--- src/rtl/ps2_host_rx.sv ---
// ps2_host_rx - host-side PS/2 frame receiver.
//
// Samples the asynchronous ps2_clk/ps2_data pair in the clk domain, debounces
// the clock, decodes 11-bit frames (start, 8 data bits LSB first, odd parity,
// stop) and queues good bytes for a valid/read consumer.
//
// Build option: define PS2_HOST_RX_FIFO_EN for a 2**FIFO_BITS-entry FIFO;
// otherwise a single holding register is used and FIFO_BITS is ignored.
//
// Ports:
//   clk, reset_n       core clock, asynchronous active-low reset
//   ps2_clk, ps2_data  raw PS/2 lines (asynchronous, idle high)
//   rx_data, rx_valid  head byte and non-empty flag
//   rx_read            pop the head (ignored while rx_valid=0)
//   parity_err         1-cycle pulse: frame dropped for bad parity
//   frame_err          1-cycle pulse: bad start/stop bit or timeout
//   overflow           1-cycle pulse: good byte dropped, storage full
//   busy               frame in progress
module ps2_host_rx #(
  parameter int unsigned FILTER_LEN     = 4,
  parameter int unsigned TIMEOUT_CYCLES = 16384,
  parameter int unsigned FIFO_BITS      = 3
) (
  input  logic       clk,
  input  logic       reset_n,
  input  logic       ps2_clk,
  input  logic       ps2_data,
  output logic [7:0] rx_data,
  output logic       rx_valid,
  input  logic       rx_read,
  output logic       parity_err,
  output logic       frame_err,
  output logic       overflow,
  output logic       busy
);

  localparam int unsigned FW = (FILTER_LEN > 1) ? $clog2(FILTER_LEN) : 1;
  localparam int unsigned TW = (TIMEOUT_CYCLES > 1) ? $clog2(TIMEOUT_CYCLES) : 1;
  localparam logic [FW-1:0] FILT_MAX = FW'(FILTER_LEN - 1);
  localparam logic [TW-1:0] TO_MAX   = TW'(TIMEOUT_CYCLES - 1);

  typedef enum logic [1:0] {IDLE, DATA, PARITY, STOP} state_t;

  logic          clk_s1, clk_s2, dat_s1, dat_s2;
  logic          filt;
  logic [FW-1:0] fcnt;
  logic          strobe;

  state_t        state;
  logic [2:0]    bitcnt;
  logic [7:0]    shreg;
  logic          par_bit;
  logic [TW-1:0] tcnt;
  logic          push;
  logic [7:0]    push_data;

  // Synchronizers and clock filter. The filtered clock flips only after
  // FILTER_LEN consecutive samples disagree with it; a 1->0 flip is the strobe.
  always_ff @(posedge clk or negedge reset_n) begin
    if (!reset_n) begin
      clk_s1 <= 1'b1;
      clk_s2 <= 1'b1;
      dat_s1 <= 1'b1;
      dat_s2 <= 1'b1;
      filt   <= 1'b1;
      fcnt   <= '0;
      strobe <= 1'b0;
    end else begin
      clk_s1 <= ps2_clk;
      clk_s2 <= clk_s1;
      dat_s1 <= ps2_data;
      dat_s2 <= dat_s1;
      strobe <= 1'b0;
      if (clk_s2 == filt) begin
        fcnt <= '0;
      end else if (fcnt == FILT_MAX) begin
        filt   <= clk_s2;
        fcnt   <= '0;
        strobe <= ~clk_s2;
      end else begin
        fcnt <= fcnt + 1'b1;
      end
    end
  end

  // Frame decoder
  always_ff @(posedge clk or negedge reset_n) begin
    if (!reset_n) begin
      state      <= IDLE;
      bitcnt     <= '0;
      shreg      <= '0;
      par_bit    <= 1'b0;
      tcnt       <= '0;
      parity_err <= 1'b0;
      frame_err  <= 1'b0;
      push       <= 1'b0;
      push_data  <= '0;
    end else begin
      parity_err <= 1'b0;
      frame_err  <= 1'b0;
      push       <= 1'b0;

      if (state == IDLE || strobe) tcnt <= '0;
      else                         tcnt <= tcnt + 1'b1;

      unique case (state)
        IDLE: if (strobe) begin
          if (!dat_s2) begin
            state  <= DATA;
            bitcnt <= '0;
          end else begin
            frame_err <= 1'b1;
          end
        end
        DATA: if (strobe) begin
          shreg  <= {dat_s2, shreg[7:1]};
          bitcnt <= bitcnt + 1'b1;
          if (bitcnt == 3'd7) state <= PARITY;
        end
        PARITY: if (strobe) begin
          par_bit <= dat_s2;
          state   <= STOP;
        end
        STOP: if (strobe) begin
          state      <= IDLE;
          frame_err  <= ~dat_s2;
          parity_err <= ~(^{shreg, par_bit});
          push       <= dat_s2 & (^{shreg, par_bit});
          push_data  <= shreg;
        end
        default: state <= IDLE;
      endcase

      // Timeout overrides whatever the case above decided for this cycle.
      if (state != IDLE && !strobe && tcnt == TO_MAX) begin
        state     <= IDLE;
        frame_err <= 1'b1;
        shreg     <= '0;
      end
    end
  end

  assign busy = (state != IDLE);

`ifdef PS2_HOST_RX_FIFO_EN
  localparam int unsigned DEPTH = 2 ** FIFO_BITS;

  logic [7:0]         mem [DEPTH];
  logic [FIFO_BITS:0] wptr, rptr;
  logic               empty, full, pop, do_push;

  assign empty   = (wptr == rptr);
  assign full    = (wptr[FIFO_BITS] != rptr[FIFO_BITS]) &&
                   (wptr[FIFO_BITS-1:0] == rptr[FIFO_BITS-1:0]);
  assign pop     = rx_read & ~empty;
  // A simultaneous pop frees the slot, so a push into a full FIFO still lands.
  assign do_push = push & (~full | pop);

  always_ff @(posedge clk or negedge reset_n) begin
    if (!reset_n) begin
      wptr     <= '0;
      rptr     <= '0;
      overflow <= 1'b0;
    end else begin
      overflow <= push & full & ~pop;
      if (do_push) wptr <= wptr + 1'b1;
      if (pop)     rptr <= rptr + 1'b1;
    end
  end

  always_ff @(posedge clk) begin
    if (do_push) mem[wptr[FIFO_BITS-1:0]] <= push_data;
  end

  assign rx_valid = ~empty;
  assign rx_data  = empty ? '0 : mem[rptr[FIFO_BITS-1:0]];
`else
  logic       hold_valid;
  logic [7:0] hold_data;
  logic       pop;
  logic       unused_fifo_bits;

  assign unused_fifo_bits = (FIFO_BITS != 0);
  assign pop = rx_read & hold_valid;

  always_ff @(posedge clk or negedge reset_n) begin
    if (!reset_n) begin
      hold_valid <= 1'b0;
      hold_data  <= '0;
      overflow   <= 1'b0;
    end else begin
      overflow <= 1'b0;
      if (push) begin
        if (!hold_valid || pop) begin
          hold_data  <= push_data;
          hold_valid <= 1'b1;
        end else begin
          overflow <= 1'b1;
        end
      end else if (pop) begin
        hold_valid <= 1'b0;
      end
    end
  end

  assign rx_valid = hold_valid;
  assign rx_data  = hold_data;
`endif

endmodule
--- config.mk ---
export PLATFORM = sky130hd
export DESIGN_NAME = ps2_host_rx
export DESIGN_NICKNAME = d
export VERILOG_FILES = /design/src/rtl/ps2_host_rx.sv
export SDC_FILE = /design/constraint.sdc
export NUM_CORES = 1
export LEC_CHECK = 0
export ABC_CLOCK_PERIOD_IN_PS = 1600
export CAP_MARGIN = 20
export CORE_MARGIN = 10
export CORE_UTILIZATION = 41
export CTS_CLUSTER_DIAMETER = 200
export DETAILED_ROUTE_END_ITERATION = 6
export SYNTH_ARGS = -nofsm -noshare
export SYNTH_HDL_FRONTEND = slang
export SYNTH_SLANG_ARGS = --single-unit
--- constraint.sdc ---
create_clock -name clk -period 1.6 [get_ports clk]
set_input_delay 0.32 -clock clk [delete_from_list [all_inputs] [get_ports clk]]
set_output_delay 0.32 -clock clk [all_outputs]
set_load 0.02 [all_outputs]
## Word level (Yosys, flattened, before mapping)

Index checks and enable logic that the tools add are counted.

- Equality and inequality tests: 17
- Bitwise logic cells: 6
- Add/subtract/negate cells: 3
- Reduce and logical (&&, ||, !) cells: 21
- Multiplexer cells: 34

Operators by type and width:

| kind | number |
|---|---|
| 8-bit 2-to-1 mux | 3 |
| 2-bit 2-to-1 mux | 9 |
| 1-bit 2-to-1 mux | 15 |
| 14-bit by 1-bit adder with 14-bit output, second input constant | 1 |
| 14-bit equality test, second input constant | 1 |
| 14-bit 2-to-1 mux | 1 |
| 3-bit inequality test, second input constant | 4 |
| 2-bit AND reduction | 6 |
| 2-bit nonzero test | 5 |
| 3-bit 2-to-1 mux | 3 |
| 9-bit parity | 1 |
| 2-bit one-hot mux with 4 select lines | 1 |
| 2-bit equality test, second input constant | 3 |
| 2-bit inequality test, second input constant | 3 |
| 3-bit by 2-bit inequality test with 1-bit output, second input constant | 2 |
| 3-bit one-hot mux with 2 select lines | 1 |
| 6-bit AND reduction | 1 |
| 1-bit NOT | 4 |
| 4-bit AND reduction | 1 |
| 3-bit by 1-bit adder with 3-bit output, second input constant | 1 |
| 3-bit equality test, second input constant | 1 |
| 2-bit by 1-bit adder with 2-bit output, second input constant | 1 |
| 1-bit bitwise AND | 2 |
| 2-bit by 1-bit equality test with 1-bit output, second input constant | 1 |
| 7 further kinds | 10 |

- Logic and storage cells: 100
- Bits in registers: 57
- Bits of input ports: 5

## Depth between registers and ports, before layout

- Depth after elaboration: 5
- Depth in mapped cells: 6
- Mapped depth without buffers: 6

## Worst setup path before layout

OpenSTA, ideal clock, no wires.

- Kind: register -> register
- Start: reg state[0]
- End: reg state[0]
- Library setup time: 0.124 ns
- Arrival: 1.579 ns
- Setup slack: -0.102 ns
- Data required time: 1.476 ns
- Stages on the path, launching flop included: 7
- Buffers on the path: 0
- Cell sequence: dfrtp_1 > inv_1 > ha_1 > nand4bb_1 > or4_4 > o211ai_1 > o2bb2ai_1

- Word-level cells in the longest chain between the ends: 5
- Elaborated cells between the ends (all ways): 16
- Those cells by class: 9 x eq/ne; 2 x mux; 5 x reduce/logical

RTL lines:

| item | line | RTL |
|---|---|---|
| start: declaration | 49 | `state_t state;` |
| start signal: assignment | 89 | `state <= IDLE;` |
| start signal: assignment | 109 | `state <= DATA;` |
| start signal: assignment | 118 | `if (bitcnt == 3'd7) state <= PARITY;` |
| 2-bit nonzero test | 135 | `if (state != IDLE && !strobe && tcnt == TO_MAX) begin` |
| 1-bit logical AND (2 in a row) | 135 |  |
| 3-bit inequality test (no source line) or 3-bit by 2-bit inequality test with 1-bit output (tied branches) | n/a |  |
| 6-bit AND reduction (no source line) | n/a |  |

Several ways; a longest one is shown, not always the timed one.
A chain may end at the register's enable or synchronous reset.

## Final worst setup path

Same ends and word-level chain as after synthesis.

==> metrics <==
number of cells produced by synthesis 205; Starting Density 42.3%; leakage power summed over all cells 1.57 nW; M1 wire length 2.20 mm; warning count from the yosys run 0; Syn Nets 218; routed wire length per instance 13.3 µm; data arrival time of the worst path 1.81 ns; most common cell after layout, fill and taps aside dfrtp_1; number of enable-type register cells in the synthesized netlist 0; synthesis-stage register bit count 57; detailed placer's ending HPWL 3.27 mm; overall track demand over capacity in global routing 10.1%; nets 267; number of primary I/O pins 18; # fillers 533; Final GP Congestion 0.909; remaining max-slew budget at the tightest pin 66.6%; Layout area overhead 26.3%; period utilisation layout 99.9%; worst setup slack after layout 0.00187 ns; clock insertion delay at the later pin of the skew report 0.33 ns; total met2 wirelength after detailed routing 1.97 mm; Floorplan Core Area 0.00592 mm²; result of the run complete, no violations; fraction of final layout cells sized beyond drive strength 1 29.3%; Post-Syn Area 0.00250 mm²; primary flip-flop cell chosen by synthesis mapping dfrtp_1; sequential cell area in the final layout 0.00143 mm²; portion of netlist area occupied by mux cells 8.55%; height of the chip 98.1 µm; Sink Count 57; CTS clock-pin slew for the worst setup and hold paths 0.06 ns; worst slew pin tran 0.500 ns; adder and majority cell fraction of the synthesized area 4.00%; share of async-settable or async-resettable flops after synthesis 100%; dpl ws -0.0174 ns; area fraction in compound gates after synthesis 5.80%; number of violations of the max-capacitance limit 0; routed via count divided by cell count 4.92; final max-slew violation count 0; sum of met3 wire segment lengths after detailed routing 180 µm; die outline area 0.00963 mm²; first-pass GRT wire length 8.09 mm; deepest clock path buffer count 2; CTS tree yes; power density over the cells 1190 mW/mm²; main combinational cell family by area after synthesis simple AND/OR/NAND/NOR gates; horizontal die dimension 98.1 µm; Max Clk Rate 626 MHz; final setup fails 0; sequential fraction of the synthesis area 57.2%; Final TNS setup 0 ns; Critical Path RT 1.81 ns; Via Count 1644; unrepaired setup endpoints after global routing true; sort of element at the end of the critical path flop; final antenna diode count 0; synthesized area divided by synthesized cell count 12.2 µm²; number of clock buffers inserted by TritonCTS 9; startpoint type of the worst setup path flop; Post-CTS Setup Inserts 0; final-report hold violation count 0; largest driver fanout on the critical path 6; Hold Path Class flop to flop; DRT iter0 DRCs 41; final routed DRC violation total 0; routed wire length 4.44 mm; top routing layer in use met4; Fin Clk Skew 0.00865 ns; count of input and output buffers 17; post-layout utilization of the core 53.4%; number of levels in the clock H-tree 3; area occupied by multi-input gates 0.00107 mm²; unique cell type count in the Yosys netlist 40; Root Driver clkbuf_8; number of global-route vias before repair 1713; kind of critical path flop to flop; synthesized-area fraction occupied by xor and xnor cells 7.20%; clock period minus final worst setup slack 1.60 ns; maximum number of pins on one net before global-route repair 23; total congestion overflow 0; detailed-router iteration count before antenna repair 4; post-route ant nets 0; Max rail drop VDD 0.797 mV; leading cell types in the layout, fill and taps excluded 52 x dfrtp_1, 22 x buf_4, 19 x mux2_2, 18 x nand2_1, 14 x nor2_1; antenna violations before repair 0; number of placement rows 28; Simple-Gate Fraction of Synth Area 15.5%
[metrics by stage]
stage / cells / total power [mW] / cell area [µm²] / hold slack, ns
2_1_floorplan: 205 / 2.30 / 2540 / 0.0244
3_3_place_gp: 317 / 2.63 / 2980 / 0.313
3_5_place_dp: 317 / 2.65 / 2980 / 0.319
4_1_cts: 334 / 3.82 / 3150 / 0.355
5_1_grt: 334 / 4.02 / 3160 / 0.357
6_report: 334 / 3.77 / 3160 / 0.355
[report_power, final]
part / switching [mW] / internal (mW) / leakage [nW]
sequential: 0.0999 / 1.59 / 0.771
clock: 0.531 / 0.639 / 0.0932
combinational: 0.469 / 0.445 / 0.708
[cell type report]
type	instances	area share, %
inverter	6	0.712
clock inverter	3	0.475
clock buffer	13	5.02
timing repair buffer	42	11.7
sequential	57	45.3
multi-input combinational	138	33.9
tap	75	2.97
[worst max-delay path, cell delays in order (launching register included)]
cell and delay, ns:
dfrtp_1 0.38, inv_2 0.07, ha_4 0.17, nand4bb_4 0.22, or4_4 0.45, o211ai_1 0.11, o2bb2ai_1 0.08
[synthesized netlist by cell type, drive strengths merged (2+ instances only)]
library cell,n,area share [%]
or3,2,0.55
nand2,18,2.7
and3,2,0.50
clkbuf,2,0.30
a21oi,11,2.2
o2bb2ai,2,0.70
nor4,2,1.1
buf,2,0.50
nor2b,2,0.50
and4,3,1.1
o211ai,2,0.60
dfstp,5,5.2
nand3,14,3.0
nand4,4,1.6
nor2,14,2.1
mux2,19,8.5
nor3,3,0.60
o21ai,2,0.40
ha,8,4.0
xnor2,9,3.1
a22o,2,0.70
xor2,9,3.1
dfrtp,52,52
inv,6,0.90
[metal layers]
layer / up-vias / GRT usage (%)
met5: - / 0
met4: 0 / 5.29
met3: 11 / 3.24
met2: 19 / 14.7
met1: 785 / 13.1
li1: 829 / -
[logic make-up (layout without fill, tap and decap cells)]
kind of cell / after synthesis / after routing
compound gates: 23 / 23
simple gates: 69 / 69
fa+ha+maj: 8 / 8
buf+inv: 10 / 64
xor+xnor: 19 / 19
flops: 57 / 57
mux: 19 / 19
[state kept, by name, indices dropped and copies added, names as in the netlist]
name and count:
overflow 1, frame_err 1, parity_err 1, shreg 8, rx_data 8, bitcnt 3
fcnt 2, dat_s1 1, strobe 1, state 2, clk_s2 1, filt 1
par_bit 1, dat_s2 1, push_data 8, clk_s1 1, rx_valid 1, tcnt 14
push 1
[repair_timing]
action | 4_1_cts | 5_1_grt
pin swaps | 1 | 0
setup endpoints to repair | 11 | 15
resized for setup | 13 | 5
hold buffers | 1 | 0
cloned | 0 | 0
endpoints found under the hold margin | 14 | 0
[final timing paths]
path                                      start                    to  slack, ns  depth (start not counted)
min reg2reg                    dat_s1$_DFF_PN1_      dat_s2$_DFF_PN1_       0.36                          0
max reg2reg                state[0]$_DFFE_PN0P_  state[0]$_DFFE_PN0P_      0.002                          6
max                        state[0]$_DFFE_PN0P_  state[0]$_DFFE_PN0P_      0.002                          6
min                            dat_s1$_DFF_PN1_      dat_s2$_DFF_PN1_       0.36                          0
min in group asynchronous               reset_n     fcnt[0]$_DFF_PN0_       0.50                          2
max in group asynchronous               reset_n  shreg[7]$_DFFE_PN0P_       0.54                          3
Power figures use the tool's default switching activity.
